==> src/rtl/dds_pkg.sv <==
// Shared definitions for the DDS command path: AD9959 driver command codes,
// sequencer state encoding and the 41-bit queued command record.
package dds_pkg;

  localparam logic [4:0] CMD_INIT = 5'h00;
  localparam logic [4:0] CMD_CH   = 5'h01;
  localparam logic [4:0] CMD_FRQ  = 5'h02;
  localparam logic [4:0] CMD_PHS  = 5'h03;
  localparam logic [4:0] CMD_AMP  = 5'h04;
  localparam logic [4:0] CMD_MPD  = 5'h05;
  localparam logic [4:0] CMD_MTYP = 5'h06;
  localparam logic [4:0] CMD_MSTR = 5'h07;
  localparam logic [4:0] CMD_MSTP = 5'h08;
  localparam logic [4:0] CMD_READ = 5'h1F;

  // 4'hF is never a board index, so it doubles as the idle parking select.
  localparam logic [3:0] SEL_PARK = 4'hF;

  typedef enum logic [2:0] {
    ST_BOOT  = 3'd0,
    ST_IDLE  = 3'd1,
    ST_SETUP = 3'd2,
    ST_TRIG  = 3'd3,
    ST_ACK   = 3'd4,
    ST_WAIT  = 3'd5,
    ST_GAP   = 3'd6
  } seq_state_e;

  typedef struct packed {
    logic [3:0]  sel;
    logic [4:0]  cmd;
    logic [31:0] data;
  } dds_cmd_t;

  function automatic dds_cmd_t boot_cmd(input logic [3:0] board, input logic mpd_step);
    dds_cmd_t c;
    c.sel  = board;
    c.cmd  = mpd_step ? CMD_MPD : CMD_INIT;
    c.data = 32'h0000_0000;
    return c;
  endfunction

endpackage

==> src/rtl/dds_cmd_fifo.sv <==
// Registered command FIFO; head entry is presented show-ahead from storage,
// and a push while full is only accepted when a pop frees a slot in the same cycle.
module dds_cmd_fifo
  import dds_pkg::*;
#(
  parameter int DEPTH_LOG2 = 4
) (
  input  logic                  clk_i,
  input  logic                  reset_n_i,
  input  logic                  push_i,
  input  dds_cmd_t              din_i,
  input  logic                  pop_i,
  output dds_cmd_t              dout_o,
  output logic                  full_o,
  output logic                  empty_o,
  output logic                  nonempty_nx_o,
  output logic [DEPTH_LOG2:0]   level_o
);

  localparam int DEPTH = 1 << DEPTH_LOG2;
  localparam logic [DEPTH_LOG2:0]   CNT_FULL = {1'b1, {DEPTH_LOG2{1'b0}}};
  localparam logic [DEPTH_LOG2:0]   CNT_ONE  = {{DEPTH_LOG2{1'b0}}, 1'b1};
  localparam logic [DEPTH_LOG2-1:0] PTR_ONE  = {{(DEPTH_LOG2-1){1'b0}}, 1'b1};

  dds_cmd_t              mem_q [DEPTH];
  logic [DEPTH_LOG2-1:0] wr_ptr_q, wr_ptr_d;
  logic [DEPTH_LOG2-1:0] rd_ptr_q, rd_ptr_d;
  logic [DEPTH_LOG2:0]   count_q, count_d;
  logic                  push_ok_s, pop_ok_s;

  assign full_o    = (count_q == CNT_FULL);
  assign empty_o   = (count_q == {(DEPTH_LOG2+1){1'b0}});
  assign pop_ok_s  = pop_i && !empty_o;
  assign push_ok_s = push_i && (!full_o || pop_ok_s);
  assign dout_o    = mem_q[rd_ptr_q];
  assign level_o   = count_q;
  assign nonempty_nx_o = (count_d != {(DEPTH_LOG2+1){1'b0}});

  // Pointer and occupancy next-state.
  always_comb begin
    wr_ptr_d = wr_ptr_q;
    rd_ptr_d = rd_ptr_q;
    count_d  = count_q;
    if (push_ok_s) begin
      wr_ptr_d = wr_ptr_q + PTR_ONE;
    end else begin
      wr_ptr_d = wr_ptr_q;
    end
    if (pop_ok_s) begin
      rd_ptr_d = rd_ptr_q + PTR_ONE;
    end else begin
      rd_ptr_d = rd_ptr_q;
    end
    case ({push_ok_s, pop_ok_s})
      2'b10:   count_d = count_q + CNT_ONE;
      2'b01:   count_d = count_q - CNT_ONE;
      default: count_d = count_q;
    endcase
  end

  // Storage array; contents are don't-care until written so no reset.
  always_ff @(posedge clk_i) begin
    if (push_ok_s) begin
      mem_q[wr_ptr_q] <= din_i;
    end
  end

  // Pointer and occupancy registers.
  always_ff @(posedge clk_i or negedge reset_n_i) begin
    if (!reset_n_i) begin
      wr_ptr_q <= {DEPTH_LOG2{1'b0}};
      rd_ptr_q <= {DEPTH_LOG2{1'b0}};
      count_q  <= {(DEPTH_LOG2+1){1'b0}};
    end else begin
      wr_ptr_q <= wr_ptr_d;
      rd_ptr_q <= rd_ptr_d;
      count_q  <= count_d;
    end
  end

endmodule

==> src/rtl/dds_cmd_sequencer.sv <==
// Issues queued host DDS commands one at a time onto the shared AD9959 driver bus,
// preceded after reset by an INIT/MPD boot sequence on every board in BOOT_MASK.
module dds_cmd_sequencer
  import dds_pkg::*;
#(
  parameter int          DEPTH_LOG2 = 4,
  parameter logic [15:0] BOOT_MASK  = 16'h0001,
  parameter logic [15:0] TIMEOUT    = 16'd255,
  parameter logic [3:0]  GAP        = 4'd2
) (
  input  logic                  clk_i,
  input  logic                  reset_n_i,
  input  logic                  wr_en_i,
  input  logic [3:0]            wr_sel_i,
  input  logic [4:0]            wr_cmd_i,
  input  logic [31:0]           wr_data_i,
  input  logic                  clear_err_i,
  input  logic                  ready_i,
  output logic [3:0]            sel_o,
  output logic [4:0]            cmd_o,
  output logic [31:0]           data_o,
  output logic                  cmdtrig_o,
  output logic                  busy_o,
  output logic                  done_o,
  output logic                  err_o,
  output logic                  ovf_o,
  output logic [DEPTH_LOG2:0]   level_o
);

  seq_state_e  state_q, state_d;
  logic [3:0]  sel_q, sel_d;
  logic [4:0]  cmd_q, cmd_d;
  logic [31:0] data_q, data_d;
  logic        cmdtrig_q, cmdtrig_d;
  logic        done_q, done_d;
  logic        busy_q, busy_d;
  logic        err_q, err_d;
  logic        ovf_q, ovf_d;
  logic [3:0]  boot_ptr_q, boot_ptr_d;
  logic        boot_mpd_q, boot_mpd_d;
  logic        boot_done_q, boot_done_d;
  logic        ack_cnt_q, ack_cnt_d;
  logic [15:0] wait_cnt_q, wait_cnt_d;
  logic [3:0]  gap_cnt_q, gap_cnt_d;

  dds_cmd_t    wr_entry_s, head_s, boot_entry_s;
  logic        fifo_full_s, fifo_empty_s, fifo_nonempty_nx_s;
  logic        pop_s, err_set_s, ovf_set_s;

  assign wr_entry_s   = {wr_sel_i, wr_cmd_i, wr_data_i};
  assign boot_entry_s = boot_cmd(boot_ptr_q, boot_mpd_q);

  dds_cmd_fifo #(.DEPTH_LOG2(DEPTH_LOG2)) u_fifo (
    .clk_i         (clk_i),
    .reset_n_i     (reset_n_i),
    .push_i        (wr_en_i),
    .din_i         (wr_entry_s),
    .pop_i         (pop_s),
    .dout_o        (head_s),
    .full_o        (fifo_full_s),
    .empty_o       (fifo_empty_s),
    .nonempty_nx_o (fifo_nonempty_nx_s),
    .level_o       (level_o)
  );

  // Sequencer FSM: next state, bus loads, counters and event strobes.
  always_comb begin
    state_d     = state_q;
    sel_d       = sel_q;
    cmd_d       = cmd_q;
    data_d      = data_q;
    cmdtrig_d   = 1'b0;
    done_d      = 1'b0;
    boot_ptr_d  = boot_ptr_q;
    boot_mpd_d  = boot_mpd_q;
    boot_done_d = boot_done_q;
    ack_cnt_d   = ack_cnt_q;
    wait_cnt_d  = wait_cnt_q;
    gap_cnt_d   = gap_cnt_q;
    pop_s       = 1'b0;
    err_set_s   = 1'b0;
    case (state_q)
      ST_BOOT: begin
        if (boot_done_q) begin
          state_d = ST_IDLE;
        end else if (BOOT_MASK[boot_ptr_q]) begin
          {sel_d, cmd_d, data_d} = boot_entry_s;
          state_d = ST_SETUP;
          if (boot_mpd_q) begin
            boot_mpd_d = 1'b0;
            if (boot_ptr_q == 4'hF) begin
              boot_done_d = 1'b1;
            end else begin
              boot_ptr_d = boot_ptr_q + 4'd1;
            end
          end else begin
            boot_mpd_d = 1'b1;
          end
        end else if (boot_ptr_q == 4'hF) begin
          boot_done_d = 1'b1;
          state_d     = ST_IDLE;
        end else begin
          boot_ptr_d = boot_ptr_q + 4'd1;
        end
      end
      ST_IDLE: begin
        if (!fifo_empty_s) begin
          pop_s = 1'b1;
          {sel_d, cmd_d, data_d} = head_s;
          state_d = ST_SETUP;
        end else begin
          state_d = ST_IDLE;
        end
      end
      ST_SETUP: begin
        if (ready_i) begin
          cmdtrig_d = 1'b1;
          state_d   = ST_TRIG;
        end else begin
          state_d = ST_SETUP;
        end
      end
      ST_TRIG: begin
        ack_cnt_d = 1'b0;
        state_d   = ST_ACK;
      end
      ST_ACK: begin
        if (!ready_i) begin
          wait_cnt_d = 16'd0;
          state_d    = ST_WAIT;
        end else if (ack_cnt_q) begin
          err_set_s = 1'b1;
          gap_cnt_d = 4'd0;
          state_d   = ST_GAP;
        end else begin
          ack_cnt_d = 1'b1;
        end
      end
      ST_WAIT: begin
        if (ready_i) begin
          done_d    = 1'b1;
          gap_cnt_d = 4'd0;
          state_d   = ST_GAP;
        end else if (wait_cnt_q == TIMEOUT - 16'd1) begin
          err_set_s = 1'b1;
          gap_cnt_d = 4'd0;
          state_d   = ST_GAP;
        end else begin
          wait_cnt_d = wait_cnt_q + 16'd1;
        end
      end
      ST_GAP: begin
        // sel/cmd stay on the bus here so the driver's READ mux does not glitch.
        if (gap_cnt_q == GAP - 4'd1) begin
          state_d = boot_done_q ? ST_IDLE : ST_BOOT;
        end else begin
          gap_cnt_d = gap_cnt_q + 4'd1;
        end
      end
      default: begin
        state_d = ST_IDLE;
      end
    endcase
  end

  // Sticky flags (a new error beats a simultaneous clear) and the busy indication.
  always_comb begin
    ovf_set_s = wr_en_i && fifo_full_s && !pop_s;
    if (err_set_s) begin
      err_d = 1'b1;
    end else if (clear_err_i) begin
      err_d = 1'b0;
    end else begin
      err_d = err_q;
    end
    if (ovf_set_s) begin
      ovf_d = 1'b1;
    end else if (clear_err_i) begin
      ovf_d = 1'b0;
    end else begin
      ovf_d = ovf_q;
    end
    busy_d = (state_d != ST_IDLE) || fifo_nonempty_nx_s;
  end

  // State and output registers.
  always_ff @(posedge clk_i or negedge reset_n_i) begin
    if (!reset_n_i) begin
      state_q     <= ST_BOOT;
      sel_q       <= SEL_PARK;
      cmd_q       <= 5'h00;
      data_q      <= 32'h0000_0000;
      cmdtrig_q   <= 1'b0;
      done_q      <= 1'b0;
      busy_q      <= 1'b0;
      err_q       <= 1'b0;
      ovf_q       <= 1'b0;
      boot_ptr_q  <= 4'd0;
      boot_mpd_q  <= 1'b0;
      boot_done_q <= 1'b0;
      ack_cnt_q   <= 1'b0;
      wait_cnt_q  <= 16'd0;
      gap_cnt_q   <= 4'd0;
    end else begin
      state_q     <= state_d;
      sel_q       <= sel_d;
      cmd_q       <= cmd_d;
      data_q      <= data_d;
      cmdtrig_q   <= cmdtrig_d;
      done_q      <= done_d;
      busy_q      <= busy_d;
      err_q       <= err_d;
      ovf_q       <= ovf_d;
      boot_ptr_q  <= boot_ptr_d;
      boot_mpd_q  <= boot_mpd_d;
      boot_done_q <= boot_done_d;
      ack_cnt_q   <= ack_cnt_d;
      wait_cnt_q  <= wait_cnt_d;
      gap_cnt_q   <= gap_cnt_d;
    end
  end

  assign sel_o     = sel_q;
  assign cmd_o     = cmd_q;
  assign data_o    = data_q;
  assign cmdtrig_o = cmdtrig_q;
  assign done_o    = done_q;
  assign busy_o    = busy_q;
  assign err_o     = err_q;
  assign ovf_o     = ovf_q;

endmodule

==> config.mk <==
export PLATFORM = sky130hd
export DESIGN_NAME = dds_cmd_sequencer
export DESIGN_NICKNAME = d
export VERILOG_FILES = /design/src/rtl/dds_pkg.sv /design/src/rtl/dds_cmd_fifo.sv /design/src/rtl/dds_cmd_sequencer.sv
export SDC_FILE = /design/constraint.sdc
export NUM_CORES = 1
export LEC_CHECK = 0
export ABC_AREA = 1
export ABC_CLOCK_PERIOD_IN_PS = 4700
export BUFFER_PORTS_ARGS = -buffer_cell sky130_fd_sc_hd__buf_2
export CAP_MARGIN = 20
export CORE_MARGIN = 2
export CORE_UTILIZATION = 35
export CTS_CLUSTER_DIAMETER = 50
export DETAILED_ROUTE_END_ITERATION = 8
export MAX_ROUTING_LAYER = met4
export PLACE_DENSITY = 0.51
export SYNTH_ARGS = -nofsm -noshare
export SYNTH_HDL_FRONTEND = slang
export SYNTH_SLANG_ARGS = --single-unit
==> constraint.sdc <==
create_clock -name clk_i -period 4.7 [get_ports clk_i]
set_clock_uncertainty 0.15 [all_clocks]
set_input_delay 0.235 -clock clk_i [delete_from_list [all_inputs] [get_ports clk_i]]
set_output_delay 0.235 -clock clk_i [all_outputs]
set_load 0.01 [all_outputs]
==> impl_metrics.yaml, run 1 <==
logic_synthesis:
  synth_ff_type: "edfxtp_1"
  synth.yosys.warnings: 0
  ys_ff_latch: 745
  synth_area_per_cell_um2: 12.9
  synth_top_area_cell: "edfxtp_1"
  synth_top_family_by_area: "compound AO/OA/AOI/OAI gates"
  synthSimpleGateAreaFrac_pct: 9.22
  synth.distinct_cells: 40
  synth_edf_count: 656
  syn-instance-count: 2294
  synthAdderAreaFrac_pct: 0.506
  synth_area_leaders: "edfxtp_1 (66%), dfrtp_1 (7.2%), o21ai_0 (5.8%)"
  syn_nets: 2352
  synthArstFlopShare_pct: 11.9
  synth_top_area_share_pct: 66.4
  synth-seq-area-share_pct: 73.9
  synthMuxAreaShare_pct: 0.0380
  syn_area_mm2: 0.0297
  synth_compound_area_share_pct: 12.5
  synth-xor-area-share_pct: 0.531
cts:
  cts_tree: "done"
  clock_latency_ps: 660
  clk_pin_slew_worst_paths_ps: 50
  clock-sinks: 745
  numCtsBuffers: 97
  clockRootBuffer: "clkbuf_16"
  ctsResizeCount: 0
  h-tree-depth: 3
  cts.path.max_buffers: 3
drt:
  wire_per_inst_um: 21.9
  initialDrtViolationCount: 1304
  firstDrtPassIters: 5
  routed_wirelength_um: 79800
  drcViolationCount: 0
  num_vias: 19100
  ant_nets: 0
  via_per_inst: 5.23
global_route:
  use_met2_pct: 29.4
  grt.overflow.total: 0
  met1_usage_pct: 25.5
  track_usage_pct: 18.9
  grt_pass1_wl_um: 121000
  grt_max_degree: 125
  grtUsageMet3_pct: 3.59
  grt_pass1_vias: 19000
  antenna_found_initial: 1
  grt.busiest_layer: "met2"
pwr:
  clkPwrFrac_pct: 33.5
  power_frac_seq_pct: 38.1
  power_density_mw_per_mm2: 634
  power_frac_comb_pct: 28.4
  power_leakage_uw: 0.0121
  switching_share_pct: 35.1
  design_power_total_uw: 22400
  p_int_uw: 14500
  p_sw_uw: 7840
  ir_drop_mv: 0.412
sta:
  finalHoldViolCount: 0
  min_period_ps: 3330
  setup_violations: 0
  slew_headroom_pct: 30.7
  fin_crit_sh_pct: 70.9
  whs_ps: 118
  rsz0062_at_grt: "false"
  setup_tns_ps: 0
  clock.fmax_mhz: 300
  maxSlewViolCount: 0
  tightestPinTransition_ps: 1040
placed_design:
  place_inst: 3418
  globalplace.congestion: 0.798
  post-dp-hpwl_um: 44100
  port_buffers: 96
run_status:
  outcome: "completed"
critical_path:
  cp_data_arrival_time_ps: 3520
  critPathCaptureType: "register"
  worstSetupPathType: "register to register"
  required_ps: 4890
  worstSetupStartpointType: "register"
  critPathMaxFanout: 22
floorplanning:
  row_count: 106
  die-area_mm2: 0.0871
  initial_utilization_pct: 35.4
  die_width_um: 295
  die_h_um: 295
  core_area_mm2: 0.0838
  ioPinCount: 97
cells_and_area:
  nets: 2487
  diodes: 0
  layout.cells.non_filler: 3647
  area_growth_pct: 18.8
  drive_gt1_share_pct: 13.6
  finish.utilization_pct: 42.1
worst_hold_path:
  hold_class: "primary input to asynchronous set/reset pin"
flow_run:
  max-cap-violations: 0
## kinds of logic (layout without fill, tap and decap cells)
group	Yosys count	after routing
xor+xnor	18	18
mux	1	1
compound gates	622	622
fa+ha+maj	12	12
flops	745	745
buf+inv	210	429
simple gates	686	686
## sequential cells by signal (all words and copies together) (netlist names)
name and cells:
ack_cnt_q 1, boot_done_q 1, boot_mpd_q 1, boot_ptr_q 4, busy_o 1, cmd_o 5
cmdtrig_o 1, data_o 32, done_o 1, err_o 1, gap_cnt_q 4, ovf_o 1
sel_o 4, state_q 3, u_fifo.level_o 5, u_fifo.mem_q 656, u_fifo.rd_ptr_q 4, u_fifo.wr_ptr_q 4
wait_cnt_q 16
## power groups by stage
stage | clock (uW) | combinational, uW | sequential (uW)
after floorplan | 0 | 4130 | 8620
after global placement | 0 | 6340 | 8640
after detailed placement | 0 | 6400 | 8650
after CTS | 7640 | 6460 | 8530
after global routing | 7920 | 7100 | 8610
final | 7480 | 6350 | 8520
## cells in the mapped netlist, types with 9 or more instances
cell / n
edfxtp_1: 656
a21oi_1: 10
xor2_1: 18
nand2_1: 221
o21ai_0: 343
clkbuf_1: 90
buf_4: 11
nand4_1: 15
dfrtp_1: 85
o211ai_1: 78
o221ai_1: 74
nand3_1: 41
buf_6: 13
nor3_1: 11
inv_2: 9
o22ai_1: 78
o21ai_1: 28
inv_1: 54
buf_2: 28
ha_1: 12
nor2_1: 382
## layer usage
layer / share of wire, % / vias up
li1: - / 8783
met1: 46 / 9637
met2: 47 / 515
met3: 5.2 / 143
met4: 2.5 / 0
met5: 0 / -
## path summary, 6_finish.rpt
| kind | start | endpoint | slack [ps] | depth (start not counted) |
|---|---|---|---|---|
| min in group clk_i | sel_o[0]$_DFFE_PN1P_ | sel_o[0]$_DFFE_PN1P_ | 310 | 2 |
| setup reg to reg | state_q[1]$_DFF_PN0_ | u_fifo.mem_q[11][19]$_DFFE_PP_ | 1370 | 8 |
| max in group asynchronous | reset_n_i | u_fifo.rd_ptr_q[0]$_DFFE_PN0N_ | 2980 | 3 |
| hold / removal | reset_n_i | data_o[27]$_DFFE_PN0P_ | 120 | 2 |
| hold reg to reg | sel_o[0]$_DFFE_PN1P_ | sel_o[0]$_DFFE_PN1P_ | 310 | 2 |
| setup / recovery | state_q[1]$_DFF_PN0_ | u_fifo.mem_q[11][19]$_DFFE_PP_ | 1370 | 8 |
## worst max-delay path: stages (launching register included)
cell and delay, ps:
dfrtp_1 420, inv_2 90, nand2_1 100, nor2_4 310, o21ai_1 320, inv_1 250
nand2_1 290, nor2_4 800, buf_12 290
## layout by cell type, fill, tap and decap left out, types with 26 or more instances in the layout
cell type	netlist	routed
clkbuf_16	0	98
clkbuf_1	90	26
buf_2	28	95
nor2_1	382	366
edfxtp_1	656	656
o221ai_1	74	74
dlygate4sd3_1	0	46
dfrtp_1	85	81
o21ai_1	28	28
o21ai_0	343	343
buf_4	11	28
o22ai_1	78	78
o211ai_1	78	78
nand2_1	221	221
nand3_1	41	41
inv_1	54	53
## through the flow
stage	setup slack (ps)	cell area, um2
after global routing	1120	35300
final	1370	35300
after global placement	1340	31500
after detailed placement	1310	31500
after floorplan	1120	29700
after CTS	1350	35300
## what timing repair did
item | CTS | global route
buffers inserted | 0 | 0
hold endpoints to repair | 723 | 0
hold buffers | 46 | 0
endpoints found under the setup margin | 0 | 0
## final cells by class
type / instances / area, um2
clock buffer: 135 / 2700
tap: 1134 / 1420
fill: 7790 / 48600
multi-input combinational: 1339 / 6890
clock inverter: 48 / 621
timing repair buffer: 183 / 1430
inverter: 63 / 250
sequential: 745 / 21900
Power figures use the tool's default switching activity.
==> run 2: changes to the inputs <==
- ABC_AREA: 1 -> 0
- ABC_CLOCK_PERIOD_IN_PS: 4700 -> 2900
- PLACE_DENSITY: 0.51 -> 0.53
- clock period: 4.7 -> 2.9 ns (I/O delays scaled with it)
==> run 2 against run 1 <==
  * Register-to-register slack lost 1300 ps
  * Fmax grew 17%
  * Total power increased by 55%
  * Non-clock buffer count is 49 higher
  * Clock-buffer cell count shrank 29
  * Synthesized area shrank 2.9%
  * First-iteration DRC count down 12%
==> impl_metrics.yaml, run 2 <==
run_status:
  outcome: "completed"
sta:
  setup_violations: 0
  clock.fmax_mhz: 352
  min_period_ps: 2840
  final.setup.worst_slack_ps: 62.4
  fin_crit_sh_pct: 97.8
  finalHoldViolCount: 0
  maxSlewViolCount: 0
  slew_headroom_pct: 38.3
  whs_ps: 254
  rsz0062_at_grt: "true"
  setup_tns_ps: 0
  tightestPinTransition_ps: 923
cts:
  clockRootBuffer: "clkbuf_16"
  numCtsBuffers: 90
  h-tree-depth: 3
  clk_pin_slew_worst_paths_ps: 60
  clock_latency_ps: 650
  cts_tree: "done"
  cts.path.max_buffers: 3
  clock-sinks: 745
floorplanning:
  initial_utilization_pct: 35.2
  core_area_mm2: 0.0818
  die_h_um: 291
  die_width_um: 291
  ioPinCount: 97
  row_count: 105
  die-area_mm2: 0.0846
drt:
  routed_wirelength_um: 66100
  drcViolationCount: 0
  ant_nets: 0
  wire_per_inst_um: 24.2
  initialDrtViolationCount: 1150
  num_vias: 14100
  firstDrtPassIters: 6
  via_per_inst: 5.17
placed_design:
  place_ws_ps: 18.4
  globalplace.congestion: 0.792
  post-dp-hpwl_um: 40000
  port_buffers: 96
  place_inst: 2511
cells_and_area:
  largest_reg_flops: 656
  regMostFlops: "u_fifo.mem_q"
  nets: 1641
  register_area_mm2: 0.0219
  area_growth_pct: 22.7
  layout.cells.non_filler: 2732
  multi_input_comb_area_mm2: 0.00667
  layout_common_cells: "edfxtp_1 (656), mux4_2 (203), buf_2 (95), clkbuf_16 (90), dfrtp_1 (81)"
  nFillCells: 7011
  final_common_cell: "edfxtp_1"
  drive_gt1_share_pct: 34.4
logic_synthesis:
  synth_top_area_cell: "edfxtp_1"
  synth_top_cells_by_count: "edfxtp_1 (656), mux4_2 (203), dfrtp_1 (85)"
  synth.yosys.warnings: 0
  ys_ff_latch: 745
  syn_nets: 1385
  synth_area_leaders: "edfxtp_1 (68%), mux4_2 (16%), dfrtp_1 (7.4%)"
  synth_ff_type: "edfxtp_1"
  syn_area_mm2: 0.0288
  yosysMostFrequentCell: "edfxtp_1"
  synthArstFlopShare_pct: 11.9
  synth_top_area_share_pct: 68.4
  syn-instance-count: 1327
  synth.distinct_cells: 58
  synth_edf_count: 656
  synth_area_per_cell_um2: 21.7
  synth-seq-area-share_pct: 76.1
pwr:
  ir_drop_mv: 0.601
  power_leakage_uw: 0.0118
  power_density_mw_per_mm2: 979
global_route:
  grt_max_degree: 47
  antenna_found_initial: 4
  grt_pass1_wl_um: 99300
  grt.overflow.total: 0
  track_usage_pct: 16.3
  grt_pass1_vias: 15000
flow_run:
  max-cap-violations: 0
critical_path:
  cp_slowest_stage_delay_ps: 560
  required_ps: 3250
  cp_data_arrival_time_ps: 3180
  worstSetupStartpointType: "register"
  crit_chain: "or4_4 -> o21ai_4 -> nor2_2 -> xor2_1 -> ha_2 -> nor3_4 -> o211a_1 -> a31oi_2 -> xnor2_1 -> or4_1"
  critPathMaxFanout: 3
  worstSetupPathType: "register to register"
  crit_slowest_cell: "or4_4"
  critPathCaptureType: "register"
worst_hold_path:
  hold_class: "primary input to register"
-- run 2: final timing paths --
kind	cells past startpoint	endpoint	start	slack, ps
worst max-delay path	10	busy_o$_DFF_PN0_	u_fifo.level_o[2]$_DFF_PN0_	60
worst min-delay path	3	cmdtrig_o$_DFF_PN0_	ready_i	250
worst max register to register	10	busy_o$_DFF_PN0_	u_fifo.level_o[2]$_DFF_PN0_	60
worst min register to register	1	wait_cnt_q[4]$_DFFE_PN0P_	wait_cnt_q[4]$_DFFE_PN0P_	320
max in group asynchronous	4	data_o[21]$_DFFE_PN0P_	reset_n_i	810
min in group asynchronous	3	data_o[29]$_DFFE_PN0P_	reset_n_i	510
-- run 2: stage by stage --
stage / instance area (um2) / util (%) / power [uW]
finish: 35300 / 43.2 / 34600
global route: 35300 / 43.2 / 36200
CTS: 35300 / 43.1 / 35100
detailed placement: 31700 / 38.8 / 23500
global placement: 31700 / 38.8 / 23400
floorplan: 28900 / - / 19800
-- run 2: cells by family after synthesis --
group	Yosys count	share of synthesized area [%]
multiplexers	207	16.0
AND/OR/NAND/NOR	153	2.77
flip-flops	745	76.1
XOR/XNOR	23	0.699
buffers and inverters	87	1.26
AO/OA/AOI/OAI	100	2.63
adder cells (fa/ha/maj)	12	0.521
-- run 2: cell type report --
class | count | area share [%]
Clock buffer | 106 | 6.57
Clock inverter | 62 | 2.19
Antenna cell | 3 | 0.0212
Inverter | 19 | 0.202
Multi-Input combinational cell | 495 | 18.9
Timing Repair Buffer | 232 | 6.29
Sequential cell | 745 | 62.1
Tap cell | 1070 | 3.79
-- run 2: critical path: cells and delay by family (launching register included) --
kind | cells | cell delay (ps)
DFF | 1 | 380
and+or+nand+nor | 4 | 1300
xor gates and xnor gates | 2 | 310
AOI/OAI and AO/OA | 3 | 390
adders and majority gates | 1 | 210
-- run 2: routing by layer --
| layer | GRT usage [%] | vias up | wire [um] |
|---|---|---|---|
| met2 | 25.6 | 322 | 32100 |
| met4 | 4.39 | 0 | 1360 |
| li1 | - | 6102 | - |
| met3 | 2.67 | 100 | 2760 |
| met1 | 22.2 | 7600 | 29900 |
| met5 | - | - | 0 |
-- run 2: power by group --
group,internal [uW],switching [uW]
clock,6910,4580
sequential,13100,764
combinational,4610,4640
total,24600,9980
-- run 2: timing repair --
action | 4_1_cts | 5_1_grt
hold buffers | 48 | 0
resized for setup | 0 | 1
hold endpoints to repair | 715 | 0
setup buffers | 0 | 2
setup endpoints to repair | 0 | 49
==> run 3: changes to the inputs <==
- ABC_CLOCK_PERIOD_IN_PS: 2900 -> 3400
- BUFFER_PORTS_ARGS: -buffer_cell sky130_fd_sc_hd__buf_2 -> -buffer_cell sky130_fd_sc_hd__buf_4
- CORE_UTILIZATION: 35 -> 46
- PLACE_DENSITY: 0.53 -> 0.63
- clock period: 2.9 -> 3.4 ns (I/O delays scaled with it)
==> run 3 against run 2 <==
  * Routed wire length is 5.2% lower
  * Flip-flop and latch count stayed put
  * Final area is 2.4% lower
  * Sequential power is 14% lower
==> impl_metrics.yaml, run 3 (same netlist as run 2, synthesis figures left out) <==
drt:
  highest_layer: "met4"
  routed_wirelength_um: 62700
  wire_per_inst_um: 25.4
  num_vias: 14100
  via_per_inst: 5.72
  drcViolationCount: 0
  ant_nets: 0
  wl_met1_um: 26700
  firstDrtPassIters: 5
  route.met2.wl_um: 30900
  wl_met3_um: 3950
  initialDrtViolationCount: 1177
sta:
  setup_violations: 0
  whs_ps: 79.5
  tightestPinTransition_ps: 1010
  maxSlewViolCount: 0
  fin_crit_sh_pct: 94.4
  final.setup.worst_slack_ps: 189
  min_period_ps: 3210
  finalHoldViolCount: 0
  clock.fmax_mhz: 311
  slew_headroom_pct: 32.7
  rsz0062_at_grt: "false"
cells_and_area:
  drive_gt1_share_pct: 32.8
  nets: 1612
  largest_reg_flops: 656
  final_common_cell: "edfxtp_1"
  regMostFlops: "u_fifo.mem_q"
  layout_common_cells: "edfxtp_1 (656), mux4_2 (203), buf_4 (144), clkbuf_16 (88), dfrtp_1 (81)"
  area_growth_pct: 19.8
  nFillCells: 4589
  layout.cells.non_filler: 2467
floorplanning:
  initial_utilization_pct: 46.6
  die-area_mm2: 0.0647
  ioPinCount: 97
  die_width_um: 254
  die_h_um: 254
  core_area_mm2: 0.0618
  row_count: 91
cts:
  numCtsBuffers: 87
  clockRootBuffer: "clkbuf_16"
  clock_latency_ps: 630
  cts.path.max_buffers: 3
  clk_pin_slew_worst_paths_ps: 60
  h-tree-depth: 3
  clock-sinks: 745
  cts_tree: "done"
global_route:
  grt_max_degree: 61
  grt_pass1_vias: 14600
  grt.overflow.total: 0
  track_usage_pct: 20.7
  grt_pass1_wl_um: 94500
  antenna_found_initial: 3
run_status:
  outcome: "completed"
pwr:
  ir_drop_mv: 0.560
  power_density_mw_per_mm2: 832
  design_power_total_uw: 28700
  power_leakage_uw: 0.0115
flow_run:
  max-cap-violations: 0
critical_path:
  required_ps: 3740
  crit_slowest_cell: "or4_1"
  cp_data_arrival_time_ps: 3550
  worstSetupPathType: "register to register"
  worstSetupStartpointType: "register"
  crit_family: "simple AND/OR/NAND/NOR gates"
  critical_path_buf_inv_count: 0
  critPathCaptureType: "register"
  critPathMaxFanout: 5
  crit_top_cell: "or4_1"
  cp.depth: 10
  crit_chain: "or4_1 -> o21ai_1 -> nor2_1 -> xor2_1 -> ha_1 -> nor3_1 -> o211a_1 -> a31oi_2 -> xnor2_1 -> or4_1"
  reg2reg_depth: 10
  cp_slowest_stage_delay_ps: 650
placed_design:
  post-dp-hpwl_um: 35800
  place_ws_ps: 186
  place_inst: 2256
  port_buffers: 96
  globalplace.congestion: 0.824
worst_hold_path:
  hold_class: "primary input to asynchronous set/reset pin"
## run 3: cell types whose count changed in the layout (fill, tap and decap cells not counted), sizes merged
cell	previous run	this run
inv	28	26
bufinv	12	10
clkinv	35	32
buf	184	160
clkinvlp	6	9
dlygate4sd3	48	46
clkbuf	106	104
## run 3: area by class of cell
class | count | area [um2] | area share (%)
antenna | 3 | 7.51 | 0.0218
sequential | 745 | 21900 | 63.6
tap | 837 | 1050 | 3.03
clock buffer | 104 | 2300 | 6.67
inverter | 19 | 71.3 | 0.207
timing repair buffer | 206 | 1860 | 5.40
clock inverter | 58 | 653 | 1.89
multi-input combinational | 495 | 6620 | 19.2
## run 3: final timing paths
kind	from	end	slack, ps
max	u_fifo.level_o[2]$_DFF_PN0_	busy_o$_DFF_PN0_	190
min	reset_n_i	data_o[20]$_DFFE_PN0P_	80
max reg2reg	u_fifo.level_o[2]$_DFF_PN0_	busy_o$_DFF_PN0_	190
min reg2reg	wait_cnt_q[4]$_DFFE_PN0P_	wait_cnt_q[4]$_DFFE_PN0P_	320
max in group asynchronous	reset_n_i	data_o[5]$_DFFE_PN0P_	2260
min in group clk_i	wr_data_i[18]	u_fifo.mem_q[15][18]$_DFFE_PP_	220
## run 3: report_power, final
| part | internal, uW | switching [uW] | total (uW) | leakage, uW |
|---|---|---|---|---|
| Sequential | 11200 | 704 | 11900 | 0.00705 |
| Clock | 5660 | 3730 | 9390 | 0.00142 |
| Combinational | 3760 | 3700 | 7460 | 0.00304 |
## run 3: timing repair
action / 4_1_cts / 5_1_grt
buffers inserted: 0 / 0
gates resized for setup: 0 / 1
hold buffers: 46 / 0
setup endpoints to repair: 0 / 1
endpoints found under the hold margin: 723 / 0
## run 3: stage by stage
stage | util [%] | setup TNS (ps) | area (um2)
floorplan | - | -157380 | 28800
global placement | 50.3 | 0 | 31100
detailed placement | 50.3 | 0 | 31100
CTS | 55.8 | 0 | 34500
global route | 55.8 | 0 | 34500
finish | 55.8 | 0 | 34500
## run 3: layer usage
layer  vias up  GRT usage, %
li1       6035             -
met1      7514          28.4
met2       470          32.0
met3        95          4.27
met4         0          5.09
met5         -             -
